===== config.mk =====
export PLATFORM = sky130hd
export DESIGN_NAME = stream_frame_writer
export DESIGN_NICKNAME = d
export VERILOG_FILES = /design/src/rtl/stream_frame_writer.sv
export SDC_FILE = /design/constraint.sdc
export NUM_CORES = 1
export LEC_CHECK = 0
export BUFFER_PORTS_ARGS = -buffer_cell sky130_fd_sc_hd__buf_2
export CAP_MARGIN = 20
export CORE_MARGIN = 5
export CORE_UTILIZATION = 40
export DETAILED_ROUTE_END_ITERATION = 10
export SLEW_MARGIN = 20
export SYNTH_ARGS = -nofsm -noshare
export SYNTH_HDL_FRONTEND = slang
export SYNTH_SLANG_ARGS = --single-unit
export TNS_END_PERCENT = 1

===== constraint.sdc =====
create_clock -name clk -period 2.7 [get_ports clk]
set_input_delay 0.54 -clock clk [delete_from_list [all_inputs] [get_ports clk]]
set_output_delay 0.54 -clock clk [all_outputs]
set_load 0.05 [all_outputs]

===== src/rtl/stream_frame_writer.sv =====
// Frame-buffer sink for the filtered pixel stream.
// Accepts pixels through a 2-entry FIFO and writes them in raster order
// through a registered write port that holds its request while the memory
// stalls. frame_start realigns the writer to address 0.
//
// Ports:
//   clk, rst_n      clock (rising edge), asynchronous active-low reset
//   x_data_i        pixel in, R[29:20] G[19:10] B[9:0]
//   x_valid_i       pixel valid
//   x_ready_o       pixel accept (registered)
//   frame_start_i   one-cycle frame alignment pulse
//   wr_en_o         frame-buffer write request
//   wr_addr_o       write address, row*WIDTH+col
//   wr_data_o       write data
//   wr_busy_i       memory stall; a write completes on wr_en_o && !wr_busy_i
//   frame_done_o    one-cycle pulse after the last pixel of a frame is written
//   sync_err_o      sticky: frame_start arrived mid-frame
module stream_frame_writer #(
    parameter int unsigned W      = 30,
    parameter int unsigned WIDTH  = 320,
    parameter int unsigned HEIGHT = 240,
    parameter int unsigned ADDR_W = $clog2(WIDTH * HEIGHT)
) (
    input  logic              clk,
    input  logic              rst_n,
    input  logic [W-1:0]      x_data_i,
    input  logic              x_valid_i,
    output logic              x_ready_o,
    input  logic              frame_start_i,
    output logic              wr_en_o,
    output logic [ADDR_W-1:0] wr_addr_o,
    output logic [W-1:0]      wr_data_o,
    input  logic              wr_busy_i,
    output logic              frame_done_o,
    output logic              sync_err_o
);

    localparam int unsigned COL_W = $clog2(WIDTH);
    localparam int unsigned ROW_W = $clog2(HEIGHT);
    localparam int unsigned LAST  = WIDTH * HEIGHT - 1;

    typedef enum logic {IDLE, ACTIVE} state_e;

    state_e              state_q, state_d;
    logic [W-1:0]        mem_q [2];
    logic [W-1:0]        mem_d [2];
    logic                rd_ptr_q, rd_ptr_d;
    logic                wr_ptr_q, wr_ptr_d;
    logic [1:0]          cnt_q, cnt_d;
    logic [COL_W-1:0]    col_q, col_d;
    logic [ROW_W-1:0]    row_q, row_d;
    logic [ADDR_W-1:0]   nxt_addr_q, nxt_addr_d;
    logic                ready_q, ready_d;
    logic                wr_en_q, wr_en_d;
    logic [ADDR_W-1:0]   wr_addr_q, wr_addr_d;
    logic [W-1:0]        wr_data_q, wr_data_d;
    logic                frame_done_q, frame_done_d;
    logic                sync_err_q, sync_err_d;

    logic push_c, pop_c, resync_c, can_load_c;

    // State and datapath registers
    always_ff @(posedge clk or negedge rst_n) begin
        if (!rst_n) begin
            state_q      <= IDLE;
            for (int i = 0; i < 2; i++) mem_q[i] <= '0;
            rd_ptr_q     <= 1'b0;
            wr_ptr_q     <= 1'b0;
            cnt_q        <= '0;
            col_q        <= '0;
            row_q        <= '0;
            nxt_addr_q   <= '0;
            ready_q      <= 1'b0;
            wr_en_q      <= 1'b0;
            wr_addr_q    <= '0;
            wr_data_q    <= '0;
            frame_done_q <= 1'b0;
            sync_err_q   <= 1'b0;
        end else begin
            state_q      <= state_d;
            mem_q        <= mem_d;
            rd_ptr_q     <= rd_ptr_d;
            wr_ptr_q     <= wr_ptr_d;
            cnt_q        <= cnt_d;
            col_q        <= col_d;
            row_q        <= row_d;
            nxt_addr_q   <= nxt_addr_d;
            ready_q      <= ready_d;
            wr_en_q      <= wr_en_d;
            wr_addr_q    <= wr_addr_d;
            wr_data_q    <= wr_data_d;
            frame_done_q <= frame_done_d;
            sync_err_q   <= sync_err_d;
        end
    end

    // Next-state: FSM, FIFO, output stage and raster address counter
    always_comb begin
        state_d      = state_q;
        mem_d        = mem_q;
        rd_ptr_d     = rd_ptr_q;
        wr_ptr_d     = wr_ptr_q;
        cnt_d        = cnt_q;
        col_d        = col_q;
        row_d        = row_q;
        nxt_addr_d   = nxt_addr_q;
        wr_en_d      = wr_en_q;
        wr_addr_d    = wr_addr_q;
        wr_data_d    = wr_data_q;
        sync_err_d   = sync_err_q;

        push_c       = x_valid_i && ready_q;
        resync_c     = (state_q == ACTIVE) && frame_start_i;
        can_load_c   = (state_q == ACTIVE) && (!wr_en_q || !wr_busy_i);
        pop_c        = can_load_c && (cnt_q != 2'd0) && !resync_c;
        // Completion is judged on the memory side, independent of a resync.
        frame_done_d = wr_en_q && !wr_busy_i && (wr_addr_q == ADDR_W'(LAST));

        case (state_q)
            IDLE:    if (frame_start_i) state_d = ACTIVE;
            ACTIVE:  state_d = ACTIVE;
            default: state_d = IDLE;
        endcase

        if (resync_c) begin
            // Flush first, so a same-cycle pixel becomes pixel 0 of the new frame.
            if (nxt_addr_q != '0) sync_err_d = 1'b1;
            col_d      = '0;
            row_d      = '0;
            nxt_addr_d = '0;
            wr_en_d    = 1'b0;
            rd_ptr_d   = 1'b0;
            wr_ptr_d   = 1'b0;
            cnt_d      = 2'd0;
            if (push_c) begin
                mem_d[0] = x_data_i;
                wr_ptr_d = 1'b1;
                cnt_d    = 2'd1;
            end
        end else begin
            if (can_load_c) begin
                if (pop_c) begin
                    wr_en_d   = 1'b1;
                    wr_data_d = mem_q[rd_ptr_q];
                    wr_addr_d = nxt_addr_q;
                    rd_ptr_d  = ~rd_ptr_q;
                    if (col_q == COL_W'(WIDTH - 1)) begin
                        col_d = '0;
                        if (row_q == ROW_W'(HEIGHT - 1)) begin
                            row_d      = '0;
                            nxt_addr_d = '0;
                        end else begin
                            row_d      = row_q + ROW_W'(1);
                            nxt_addr_d = nxt_addr_q + ADDR_W'(1);
                        end
                    end else begin
                        col_d      = col_q + COL_W'(1);
                        nxt_addr_d = nxt_addr_q + ADDR_W'(1);
                    end
                end else begin
                    wr_en_d = 1'b0;
                end
            end
            if (push_c) begin
                mem_d[wr_ptr_q] = x_data_i;
                wr_ptr_d        = ~wr_ptr_q;
            end
            cnt_d = cnt_q + 2'(push_c) - 2'(pop_c);
        end

        // Registered ready tracks the next state, so it never depends on wr_busy_i combinationally.
        ready_d = (state_d == ACTIVE) && (cnt_d != 2'd2);
    end

    assign x_ready_o    = ready_q;
    assign wr_en_o      = wr_en_q;
    assign wr_addr_o    = wr_addr_q;
    assign wr_data_o    = wr_data_q;
    assign frame_done_o = frame_done_q;
    assign sync_err_o   = sync_err_q;

endmodule


======== Yosys cells after proc, flatten, opt, wreduce, memory -nomap -nowiden ========
Index checks and enable logic that the tools add are counted.
Widths: inputs -> output; s select.
word-level totals
  bits in registers ....................... 150
  input bits .............................. 35
  output and inout bits ................... 51
cells by class
  add/subtract/negate cells ............... 5
  order comparisons ....................... 3
  eq/ne operators ......................... 4
  mux-type cells .......................... 36
  bitwise operators ....................... 6
  reduce and logical (&&, ||, !) cells .... 24
operator list
  operator               count
  $mux 30                6
  $mux 17                5
  $bwmux 60              1
  $mux 60                1
  $mux 8                 5
  $mux 9                 4
  $demux 30 s1           1
  $add 17x1->17 const B  1
  $eq 17x17->1 const B   1
  $reduce_bool 17->1     1
  $mux 1                 11
  $reduce_bool 2->1      5
  $add 9x1->9 const B    1
  $eq 9x9->1 const B     1
  $logic_and 1x1->1      9
  $add 8x1->8 const B    1
  $eq 8x8->1 const B     1
  $reduce_and 2->1       3
  $reduce_and 3->1       2
  $ge 2x2->1 const B     2
  $not 1->1              4
  $not 1->2              2
  $logic_not 1->1        3
  $add 2x1->2            1
  6 further kinds        6

======== Depth between registers and ports, before layout ========
Gate-level depths: netlist of the first run.
  depth after elaboration ................. 9
  mapped depth ............................ 13

======== Least setup slack after synthesis of the first run ========
No wires, ideal clock.
  kind .................................... flip-flop to flip-flop
  from .................................... register wr_en_q (netlist: wr_en_o)
  to ...................................... register ready_q (netlist: x_ready_o)
  library setup time ...................... 0.124 ns
  data arrival time ....................... 2.651 ns
  path slack .............................. -0.075 ns
  stages on the path, launching flop included .. 13
  path buffers ............................ 3
  clock period less this slack ............ 2.775 ns
  path through ............................ dfrtp_1 > o2bb2ai_1 > or3_1 > clkbuf_1 > inv_1 > buf_2 > buf_2 > ha_1 > inv_1 > ha_1 > xor2_1 > xnor2_1 > o31a_1
on the way
  longest elaborated chain between the ends .. 9
RTL lines
  item                            line  source
  from (decl)                     54    logic wr_en_q, wr_en_d;
  from (signal assigned)          89    wr_en_q <= wr_en_d;
  $logic_not 1->1                 114   can_load_c = (state_q == ACTIVE) && (!wr_en_q || !wr_busy_i);
  $logic_or 1x1->1                114
  $logic_and 1x1->1               114
  $logic_and 1x1->1 (2 in a row)  115   pop_c = can_load_c && (cnt_q != 2'd0) && !resync_c;
  $sub 2x1->2                     168   cnt_d = cnt_q + 2'(push_c) - 2'(pop_c);
  $mux 2                          125   if (resync_c) begin
  $ne 2x2->1                      172   ready_d = (state_d == ACTIVE) && (cnt_d != 2'd2);
  $logic_and 1x1->1               172
  named net ready_d               53    logic ready_q, ready_d;
  to (signal assigned)            88    ready_q <= ready_d;
  to (decl)                       53
The timed path passes the listed nets, and every way through them passes these cells.
A chain may end at the register's enable or synchronous reset.

======== Final worst setup path of the first run ========
Same ends and word-level chain as after synthesis.

==> results.md, run 1 <==
- The flow ran to the end, and the final reports show no timing, DRC or antenna violations.
- STA puts the critical path data arrival time at 2.53 ns.
- In this run the most critical hold path is launched from frame_start_i.
- For this run, design rule violations remaining after detail routing come to 0.
- The H-tree generated during clock tree synthesis spans 4 levels.
- Along the worst hold path, the cell count comes to 2.
- The ratio of cells with drive above 1 in the final layout is 29.1%.
- The summed negative setup slack over all endpoints is 0 ns.
- The floorplan step defined a die boundary enclosing 0.0193 sq mm.
- The floorplan step defined a core boundary enclosing 0.0165 sq mm.
- The count of nets left with antenna violations once routing finished came out at 0.
- The insertion delay of the later-clocked pin in the worst-skew pair is 0.42 ns.
- In this run, the number of DRC markers left after iteration 0 of detailed routing was 309.
- In this run the worst path has a maximum fanout of 6.
- The synthesized instance count is 593.
- For hold timing, the worst endpoint is wr_en_o.
- The met2 usage is 25.4%.
- In the final layout, flip-flops and latches occupy 0.00376 sq mm.
- The path depth of the worst reg2reg path is 9.
- The final route contains 4872 vias.
- Entering global routing, the biggest net connects 65 pins.
- In this run the most used layer during global routing was met2.
- The clock root buffer is sky130_fd_sc_hd__clkbuf_16.
- At the placement stage, the worst setup path has a slack of 0.270 ns.
- For this run, the number of Yosys warnings is 0.
- The finished layout holds 909 standard cells, fillers aside.
- The type of the setup path with the least slack is reg -> reg.
- For the final database, setup skew stands at 0.0108 ns.
- The number of gates resized after CTS was 0.
- The final setup violation count is 0.
- In this run, placement finished with an instance count of 875.
- Pin placement for this block handled 86 I/O pins.
- The die span in x is 139 um.
- The endpoint class of the critical path is a flip-flop.
- The TritonCTS clock tree is yes.
- The per-cell routed wire length is 16.8 um.
- The number of clock buffers added by TritonCTS is 17.
- The library cells used most frequently in the layout, excluding fill and tap cells, are 148 x sky130_fd_sc_hd__dfrtp_1, 89 x sky130_fd_sc_hd__nand2_1, 84 x sky130_fd_sc_hd__buf_2, 60 x sky130_fd_sc_hd__mux2_2, 52 x sky130_fd_sc_hd__o21ai_0.
- Compared with the post-synthesis result, the final layout area differs by 19.1%.
- In this run the register-to-register setup slack is 0.47 ns.
- The worst path setup slack after routing is 0.466 ns.
- Once the floorplan was initialized, standard cells occupied 40.5% of the core.
- The number of enable flip-flop cells after synthesis is 0.
- The die is 139 um tall.
- The detail-routed via count per cell is 5.36.
- Setup repair after global routing left no endpoint under its margin.
- For this run, global-route usage on met3 was measured as 5.41%.
- The final max-slew violation count is 0.
- Routability-driven placement finished with a final weighted congestion of 0.822.
- The min-delay analysis places its worst path in the category in -> reg.
- The leakage component of the power is 3.60 nW.
- The net count after synthesis is 634.
- Each instance of the synthesized netlist takes up on average 11.2 sq um.
- The number of buffers inserted by hold repair at cts is 1.
- The netlist uses 52 different library cells.
- The final net count is 716.
- The worst flop-to-flop path endpoint is x_ready_o.
- The smallest clock period supported by the final layout is computed as 2.23 ns.
- The global routing met1 resource utilization is 21.7%.
- Clock tree synthesis found a total of 150 sinks.
- The total detailed-routing wirelength is 15300 um.
- The number of placement rows is 47.
- At the worst endpoint, the required time is 3.00 ns.
- Input and output buffers added on the ports amount to 85.
- The buffer levels on the longest clock path is 2.
- Fill cells in the final layout number 1520.
- Among all flip-flop cells after synthesis, the most frequent one is sky130_fd_sc_hd__dfrtp_1.
- After synthesis, the share of flip-flops with an asynchronous set or reset is 100%.
- Once detailed placement completed, the half-perimeter wirelength came to 10300 um.
- The global-route total usage across every layer is 16.3%.
- The multi-input combinational cells in the finished layout cover a total of 0.00270 sq mm.
- In this run the power density over the cells is 1090 mW/mm^2.
- In this run the critical register-to-register path is launched from wr_en_o.
- The proportion of synthesized chip area in sequential cells is 56.3%.
- The number of global-route vias before repair is 5024.
- Post-CTS timing repair inserted 0 buffers for setup.
- The initial antenna violation count is 1.
- The max-slew headroom at the worst pin is 51.8%.
- VDD sags by at most 0.762 mV.
- The library cell used most frequently in the layout, excluding fill and tap cells, is sky130_fd_sc_hd__dfrtp_1.
- The total power consumption of the routed design is 8.68 mW.
- The first global-routing pass estimated 25700 um of wire.
- The post-route fraction of the period consumed by the critical path is 82.8%.
- Across the run, the number of max-cap violations was 0.
- The cell area that synthesis handed to floorplanning was 0.00666 sq mm.
- The count of endpoints failing hold in the final timing report is 0.
- STA classifies the critical path startpoint as a flip-flop.
- The synthesized design contains 150 register bits.
- At the pin with the least slew margin, the transition time is 0.724 ns.
- The first detailed-routing pass ran for 4 iterations.
- After clock tree synthesis, the clock-pin slew on the worst setup and hold paths is 0.06 ns.
- The total overflow reported by the global router is 0.
- The highest clock frequency the design can meet is 448 MHz.
[layout make-up]
| cell class | count | area share, % |
|---|---|---|
| repair buffers | 99 | 6.95 |
| multi-input cells | 391 | 34.1 |
| clock buffers | 19 | 5.45 |
| clock inverters | 13 | 1.95 |
| inverters | 16 | 0.757 |
| diodes | 1 | 0.0315 |
| flip-flops and latches | 150 | 47.3 |
| well taps | 220 | 3.47 |
[metal layers]
| metal | part of all wire, % | wire (um) |
|---|---|---|
| met5 | 0 | 0 |
| met3 | 5.5 | 832 |
| met4 | 0.90 | 138 |
| met2 | 48 | 7310 |
| met1 | 46 | 6980 |
[worst max path at each step]
stage               startpoint         to  cells after the start
finish                 wr_en_o  x_ready_o                      9
global route           wr_en_o  x_ready_o                      9
CTS                    wr_en_o  x_ready_o                      9
detailed placement   wr_busy_i  x_ready_o                     10
global placement     wr_busy_i  x_ready_o                     10
floorplan              wr_en_o  x_ready_o                     12
[logic make-up (layout without fill, tap and decap cells)]
kind of cell               Yosys count  after routing  synth area share [%]
DFF                                150            150                  56.3
AOI/OAI and AO/OA                  101            101                  9.09
and+or+nand+nor                    185            185                  14.3
muxes                               90             90                  14.7
adders and majority gates            6              6                  1.13
other                                0              1                     0
buffers and inverters               52            147                  3.27
xor gates and xnor gates             9              9                  1.18
[critical path: stages (launching register included)]
cell	delay (ns)
sky130_fd_sc_hd__dfrtp_2	0.44
sky130_fd_sc_hd__o2bb2ai_1	0.16
sky130_fd_sc_hd__or3_2	0.45
sky130_fd_sc_hd__inv_1	0.10
sky130_fd_sc_hd__ha_1	0.23
sky130_fd_sc_hd__inv_1	0.07
sky130_fd_sc_hd__ha_1	0.16
sky130_fd_sc_hd__xor2_1	0.18
sky130_fd_sc_hd__xnor2_1	0.11
sky130_fd_sc_hd__o31a_1	0.24
[synthesized netlist by cell type, drive strengths merged, types with 3 or more instances]
cell | instances | area share (%)
a21oi | 7 | 0.58
a31oi | 14 | 1.3
a41oi | 5 | 0.66
and2 | 3 | 0.28
and3 | 8 | 0.77
and4b | 4 | 0.60
buf | 17 | 1.3
clkbuf | 19 | 1.1
dfrtp | 150 | 56
ha | 6 | 1.1
inv | 16 | 0.90
mux2 | 60 | 10
mux2i | 30 | 4.5
nand2 | 89 | 5.0
nand2b | 4 | 0.38
nand3 | 23 | 1.7
nand4 | 17 | 1.7
nand4b | 3 | 0.39
nor2 | 5 | 0.28
nor2b | 3 | 0.28
nor4 | 6 | 0.56
o211ai | 3 | 0.34
o21ai | 53 | 4.0
o22ai | 6 | 0.56
o2bb2ai | 5 | 0.66
or3 | 4 | 0.39
or4 | 4 | 0.47
xnor2 | 3 | 0.39
xor2 | 6 | 0.79
[state kept, by name, indices dropped and copies added, names as in the netlist]
name / cells
sync_err_o: 1
frame_done_o: 1
state_q: 1
col_q: 9
cnt_q: 2
mem_q: 60
wr_en_o: 1
wr_ptr_q: 1
x_ready_o: 1
nxt_addr_q: 17
rd_ptr_q: 1
wr_data_o: 30
wr_addr_o: 17
row_q: 8
[power breakdown]
| group | switching, mW | internal [mW] | total (mW) | leakage, nW |
|---|---|---|---|---|
| logic | 1.81 | 1.03 | 2.85 | 1.43 |
| registers | 0.472 | 2.99 | 3.46 | 1.89 |
| clock network | 0.924 | 1.45 | 2.37 | 0.283 |
[through the flow]
step	hold slack, ns	util [%]	area, sq um
floorplan	0.244	-	6660
global placement	0.392	44.6	7340
detailed placement	0.393	44.6	7340
CTS	0.314	48.2	7930
global route	0.337	48.2	7940
finish	0.338	48.2	7940
No activity file was read; power rests on OpenSTA's default activity.
==> inputs of run 2 (changes only) <==
==> constraint.sdc (replaced) <==
create_clock -name clk -period 2 [get_ports clk]
set_input_delay 0.4 -clock clk [delete_from_list [all_inputs] [get_ports clk]]
set_output_delay 0.4 -clock clk [all_outputs]
set_load 0.05 [all_outputs]
==> run 2 against run 1 <==
Non-clock buffer count up 25. Final area is 3.9% higher. Largest power group unchanged. Critical path depth stayed put. Clock skew decreased by 0.0032 ns. Final cell count is 2.6% higher. Highest routed layer unchanged. Die area unchanged.
==> results.md, run 2 (synthesized netlist as in run 1, its figures left out) <==
- The number of antenna diodes in the final layout is 0.
- The run finished with clean final reports.
- The height of the die is 139 um.
- After detailed routing, the number of remaining DRC violations is 0.
- The clock-pin slew of the registers on the worst-case setup and hold paths is 0.06 ns.
- For the worst-skew pair, the clock arrives at the later sink with an insertion delay of 0.43 ns.
- Once placement finished, the instance area stood at 0.00759 sq mm.
- The clock root buffer is sky130_fd_sc_hd__clkbuf_16.
- The worst hold path was traced through 2 stages.
- The initial DRC count is 318.
- The TritonCTS clock tree is yes.
- The placed wire-length estimate is 10400 um.
- In the final design database the tool counted 741 nets.
- The register with the most flip-flops in the layout has 60 of them.
- The clock arrives with 0.00756 ns of skew.
- The number of buffers inserted by port buffering is 85.
- The type of the setup path with the least slack is reg -> reg.
- The iteration count of the initial detailed-routing pass is 4.
- The peak ir drop on the vdd network is 0.760 mV.
- The leakage component of the power is 3.75 nW.
- The post-CTS setup-driven buffer insertion count is 0.
- The routed design has 15300 um of wire.
- The post-route antenna net violation count is 0.
- The max-slew headroom at the worst pin is 71.4%.
- The most frequent standard cell in the layout excluding fill and tap cells is sky130_fd_sc_hd__dfrtp_1.
- The clock passes through at most 2 buffers.
- The critical path required time is 2.31 ns.
- The highest-delay cell along the critical path is sky130_fd_sc_hd__dfrtp_2.
- The initial core utilization is 40.5%.
- STA classifies the critical path endpoint as a flip-flop.
- In this run the power density over the cells is 1460 mW/mm^2.
- The detail-routed via count per cell is 5.25.
- The number of vias in the routed layout is 4894.
- Setup repair after global routing could not meet its margin everywhere.
- The total overflow reported by the global router is 0.
- The ratio of cells with drive above 1 in the final layout is 32.7%.
- For the worst setup path, the data arrival time is 2.28 ns.
- The initial antenna violation count is 0.
- At the end of routability-driven placement, the weighted congestion stood at 0.846.
- The routed design could run at a clock period as short as 1.97 ns.
- The final max-slew violation count is 0.
- The final setup violation count is 0.
- The largest delay contributor family on the critical path is flip-flops.
- The reported max-cap violation count is 0.
- The maximum number of pins on one net before global-route repair is 51.
- The total number of H-tree levels is 4.
- The total die area is 0.0193 sq mm.
- The top cell types in the final layout, fill and taps aside, are 148 x sky130_fd_sc_hd__dfrtp_1, 89 x sky130_fd_sc_hd__nand2_1, 84 x sky130_fd_sc_hd__buf_2, 60 x sky130_fd_sc_hd__mux2_2, 52 x sky130_fd_sc_hd__o21ai_0.
- Traced cell by cell, the critical path runs through o2bb2ai_2, or3_4, inv_4, ha_4, inv_2, ha_2, xor2_2, xnor2_1, o31a_1.
- The path depth of the worst reg2reg path is 9.
- The count of endpoints failing hold in the final timing report is 0.
- The die span in x is 139 um.
- Along the worst path, the maximum fanout reaches 2.
- The post-route fraction of the period consumed by the critical path is 98.6%.
- The worst min-delay path category is in -> reg.
- The per-cell routed wire length is 16.4 um.
- The number of global-route vias before repair is 4989.
- The TritonCTS sink count is 150.
- The critical path launch point type is a flip-flop.
- The first global-routing pass estimated 25500 um of wire.
- The number of placement rows is 47.
- The final cell area excluding filler cells is 0.00824 sq mm.
- The core region is 0.0165 sq mm.
- The critical path runs through a total of 9 cells.
- The transition at the pin with the smallest max-transition slack is 0.428 ns.
- The maximum single-stage delay on the critical path is 0.41 ns.
- For this design the top-level I/O count stands at 86.
- Based on the critical path, the design can be clocked at up to 507 MHz.
- Global routing used 16.3% of the available tracks across all layers.
- The number of buffers created by CTS is 17.
- Across all hold checks on the routed design, the worst slack comes to 0.219 ns.
- The largest register by flop count is mem_q.
- Counting both buffers and inverters, the worst setup path holds a total of 2.
- The layout-stage area growth over the synthesis result is 23.8%.
[run 2: stage by stage]
step	TNS, ns	power [mW]	util [%]	setup slack, ns	instances
after detailed placement	-3.34	8.81	46.1	-0.291	900
after floorplan	-0.997	7.57	-	-0.468	593
final	0	12.0	50.1	0.0273	933
after global routing	-0.129	12.7	50.1	-0.0725	933
after CTS	0	12.1	50.0	0.0145	933
after global placement	-1.68	8.63	46.1	-0.199	900
[run 2: area by class of cell]
class | instances | area, sq um
well taps | 220 | 275
inverters | 16 | 62.6
fillers | 1506 | 8220
multi-input cells | 391 | 2740
flip-flops and latches | 150 | 3760
clock inverters | 14 | 166
repair buffers | 124 | 810
clock buffers | 18 | 439
[run 2: path summary, 6_finish.rpt]
check                         startpoint              to  slack, ns
setup / recovery                 wr_en_o       x_ready_o       0.03
min in group asynchronous          rst_n  nxt_addr_q[13]       0.48
setup reg to reg                 wr_en_o       x_ready_o       0.03
hold reg to reg            wr_data_o[22]   wr_data_o[22]       0.47
hold / removal              x_data_i[11]       mem_q[11]       0.22
max in group asynchronous          rst_n       mem_q[21]       0.87
[run 2: power breakdown]
group,internal (mW),switching [mW]
combinational,1.59,2.56
sequential,4.03,0.580
clock,1.90,1.34
total,7.53,4.48
[run 2: what timing repair did]
item / 4_1_cts / 5_1_grt
hold buffers: 1 / 0
endpoints found under the setup margin: 6 / 29
resized for setup: 5 / 2
endpoints found under the hold margin: 39 / 0
pin swaps: 2 / 0
[run 2: per-layer routing]
layer | part of all wire, % | GRT usage, %
met2 | 48 | 25.9
met5 | 0 | 0
met3 | 3.8 | 4.28
met1 | 47 | 22.0
met4 | 1.4 | 4.99
==> inputs of run 3 (changes only) <==
--- a/config.mk
+++ b/config.mk
@@ -8,7 +8,7 @@
 export BUFFER_PORTS_ARGS = -buffer_cell sky130_fd_sc_hd__buf_2
 export CAP_MARGIN = 20
 export CORE_MARGIN = 5
-export CORE_UTILIZATION = 40
+export CORE_UTILIZATION = 35
 export DETAILED_ROUTE_END_ITERATION = 10
 export SLEW_MARGIN = 20
 export SYNTH_ARGS = -nofsm -noshare
==> run 3 against run 2 <==
The flow now finishes with violations (setup timing). Fmax is 4.2% lower. Flip-flop and latch count stayed put. Final cell count is 1.1% higher. Sequential share of layout area is 0.097 points higher. Critical path type unchanged. First-iteration DRC count is 13% lower. Hold slack better by 0.0042 ns. Clock power is 3% lower. Via count is 0.63% higher. Register-to-register slack worse by 0.09 ns.
==> results.md, run 3 (synthesized netlist as in run 1, its figures left out) <==
- Clock tree synthesis found a total of 150 sinks.
- The die span in x is 148 um.
- The number of buffers and inverters on the critical path is 2.
- In this run, CTS created clock tree buffers numbering 17.
- The analysis attributes to net switching a power of 4.45 mW.
- Cells with a size suffix above 1 make up 32.6% of the layout.
- The maximum single-stage delay on the critical path is 0.43 ns.
- The share of total power dissipated in sequential elements is 38.5%.
- In this run the critical register-to-register path is captured at x_ready_o.
- The worst setup path is captured at a flip-flop.
- The post-route antenna net violation count is 0.
- The top fanout value on the critical path is 2.
- No sink is reached through more buffers than the 2 on the longest clock path.
- The maximum number of pins on one net before global-route repair is 60.
- The worst hold path endpoint is mem_q[12].
- The register with the most flip-flops in the layout has 60 of them.
- The TritonCTS clock tree is yes.
- For this run, the total global-route usage over all layers was measured as 15.0%.
- During I/O placement, the number of pins put on the boundary was 86.
- Detailed placement finished with a half-perimeter wire length of 10600 um.
- Summed over all cells, the static leakage comes to 3.73 nW.
- The startpoint identified for the worst hold timing path is x_data_i[12].
- The H-tree was split into 4 levels.
- The total die area is 0.0219 sq mm.
- VDD sags by at most 0.689 mV.
- STA puts the critical path data arrival time at 2.37 ns.
- In this run the power density over the cells is 1460 mW/mm^2.
- The worst setup path is launched from a flip-flop.
- Summing internal, switching and leakage power gives 12.0 mW.
- Cells fill 44.0% of the core in the end.
- Input and output buffers added on the ports amount to 85.
- The clock network is responsible for 26.2% of the overall power.
- The max-slew headroom at the worst pin is 65.6%.
- After detailed routing, the number of remaining DRC violations is 0.
- The type of the setup path with the least slack is reg -> reg.
- On the final layout, the worst clock skew is 0.00842 ns.
- Hold timing on the final database bottoms out at a slack of 0.223 ns.
- At the placement stage, the worst setup path has a slack of -0.255 ns.
- Combinational logic burns 35.3% of the power.
- The count of endpoints failing hold in the final timing report is 0.
- The worst min-delay path category is in -> reg.
- The critical path required time is 2.31 ns.
- Counting the fill cells in the layout gives 1738.
- After layout, the worst path uses 103% of the clock period.
- The flow ran to the end, but the final reports show violations.
- For the pin with the worst max-slew slack, the measured transition is 0.515 ns.
- Broken down by cell family, the worst path's largest delay share belongs to flip-flops.
- For this configuration, the core starts out at a cell density of 35.6%.
- Counting flops per register, the top entry is mem_q.
- The setup check on the worst reg-to-reg path leaves a slack of -0.06 ns.
- Measured in cells, the most critical reg-to-reg path has a length of 9.
- The library cell used most frequently in the layout, excluding fill and tap cells, is sky130_fd_sc_hd__dfrtp_1.
- The number of global-route vias before repair is 5276.
- Setup slack on the critical path of the routed design comes to -0.0583 ns.
- In the final layout, the multi-input gates occupy 0.00277 sq mm.
- The per-cell routed wire length is 16.6 um.
- The final layout contains 737 nets.
- The insertion delay of the later-clocked pin in the worst-skew pair is 0.43 ns.
- The final max-slew violation count is 0.
- The detail-routed via count per cell is 5.22.
- The first routing iteration left 276 violations.
- The core area is 0.0187 sq mm.
- Max-cap violations in this run came to 0.
- The slowest stage of the critical path belongs to the cell sky130_fd_sc_hd__dfrtp_2.
- The initial antenna violation count is 0.
- The height of the die is 148 um.
- The antenna cell count is 0.
- The startpoint identified for the worst register-to-register timing path is wr_en_o.
- Setup violations remaining at the end of the flow were counted as 3.
- The sequential cell area is 0.00376 sq mm.
- Walking the worst path, the cells encountered are o2bb2ai_4, or3_4, inv_4, ha_4, inv_2, ha_4, xor2_2, xnor2_2, o31a_1.
- The number of stages on the worst hold path is 2.
- The checks that failed: setup timing.
- After detailed routing, the total wire length is 15700 um.
- The first global-routing pass estimated 26500 um of wire.
- The most used cell along the critical path is sky130_fd_sc_hd__ha_4.
- Compared with the post-synthesis result, the final layout area differs by 23.5%.
- The number of vias in the routed layout is 4925.
- After layout, the minimum clock period comes to 2.06 ns.
- Net switching is 37.2% of the power.
- The highest clock frequency the design can meet is 486 MHz.
- The clock root buffer is sky130_fd_sc_hd__clkbuf_16.
- After clock tree synthesis, the clock-pin slew on the worst setup and hold paths is 0.06 ns.
- Internal power comes to 7.52 mW.
- The total overflow reported by the global router is 0.
- In the layout the commonest cells are 148 x sky130_fd_sc_hd__dfrtp_1, 88 x sky130_fd_sc_hd__nand2_1, 84 x sky130_fd_sc_hd__buf_2, 60 x sky130_fd_sc_hd__mux2_2, 52 x sky130_fd_sc_hd__o21ai_0.
- Before antenna repair, the detailed router went through 4 iterations.
- The number of placement rows is 50.
- At the end of routability-driven placement, the weighted congestion stood at 0.880.
- Setup repair after global routing could not meet its margin everywhere.
==> run 3: how the worst max path moves through the flow <==
stage / from / endpoint / slack [ns] / cells past startpoint
after floorplan: wr_en_o / x_ready_o / -0.47 / 12
after global placement: wr_busy_i / x_ready_o / -0.21 / 10
after detailed placement: wr_busy_i / cnt_q[1] / -0.25 / 11
after CTS: wr_en_o / x_ready_o / -0.03 / 9
after global routing: wr_en_o / x_ready_o / -0.12 / 9
final: wr_en_o / x_ready_o / -0.06 / 9
==> run 3: final cells by class <==
cell class	instances	area share (%)
repair buffers	120	9.37
well taps	234	3.56
clock buffers	19	5.38
clock inverters	13	1.60
multi-input cells	391	33.7
inverters	16	0.760
flip-flops and latches	150	45.7
==> run 3: what timing repair did <==
item | 4_1_cts | 5_1_grt
endpoints found under the setup margin | 11 | 12
gates resized for setup | 2 | 11
hold endpoints to repair | 50 | 0
pin swaps | 1 | 5
setup buffers | 0 | 1
hold buffers | 1 | 0
==> run 3: worst reg2reg max path: stages, from the launching register on <==
cell and delay (ns):
sky130_fd_sc_hd__dfrtp_2 0.43, sky130_fd_sc_hd__o2bb2ai_4 0.13, sky130_fd_sc_hd__or3_4 0.39, sky130_fd_sc_hd__inv_4 0.08, sky130_fd_sc_hd__ha_4 0.19, sky130_fd_sc_hd__inv_2 0.06, sky130_fd_sc_hd__ha_4 0.12, sky130_fd_sc_hd__xor2_2 0.17
sky130_fd_sc_hd__xnor2_2 0.09, sky130_fd_sc_hd__o31a_1 0.30
==> run 3: metrics by stage <==
step | setup TNS, ns | cell area [sq um] | cells
floorplan | -0.997 | 6690 | 593
detailed placement | -2.76 | 7560 | 909
global placement | -1.97 | 7560 | 909
CTS | -0.0619 | 8150 | 942
global route | -0.488 | 8230 | 943
finish | -0.101 | 8230 | 943
==> run 3: power by group through the flow <==
| stage | clock network [mW] | logic [mW] | registers [mW] |
|---|---|---|---|
| global placement | 0 | 4.03 | 4.61 |
| floorplan | 0 | 1.97 | 5.60 |
| CTS | 3.20 | 4.16 | 4.61 |
| detailed placement | 0 | 4.13 | 4.67 |
| global route | 3.34 | 4.58 | 4.74 |
| finish | 3.14 | 4.22 | 4.61 |
==> run 3: routing by layer <==
layer	wire [um]	vias up	GRT usage (%)	part of all wire (%)
met3	626	27	3.43	4.0
met4	386	0	7.02	2.5
met5	0	-	0	0
met2	7570	95	24.6	48
li1	-	2335	-	-
met1	7080	2468	18.8	45
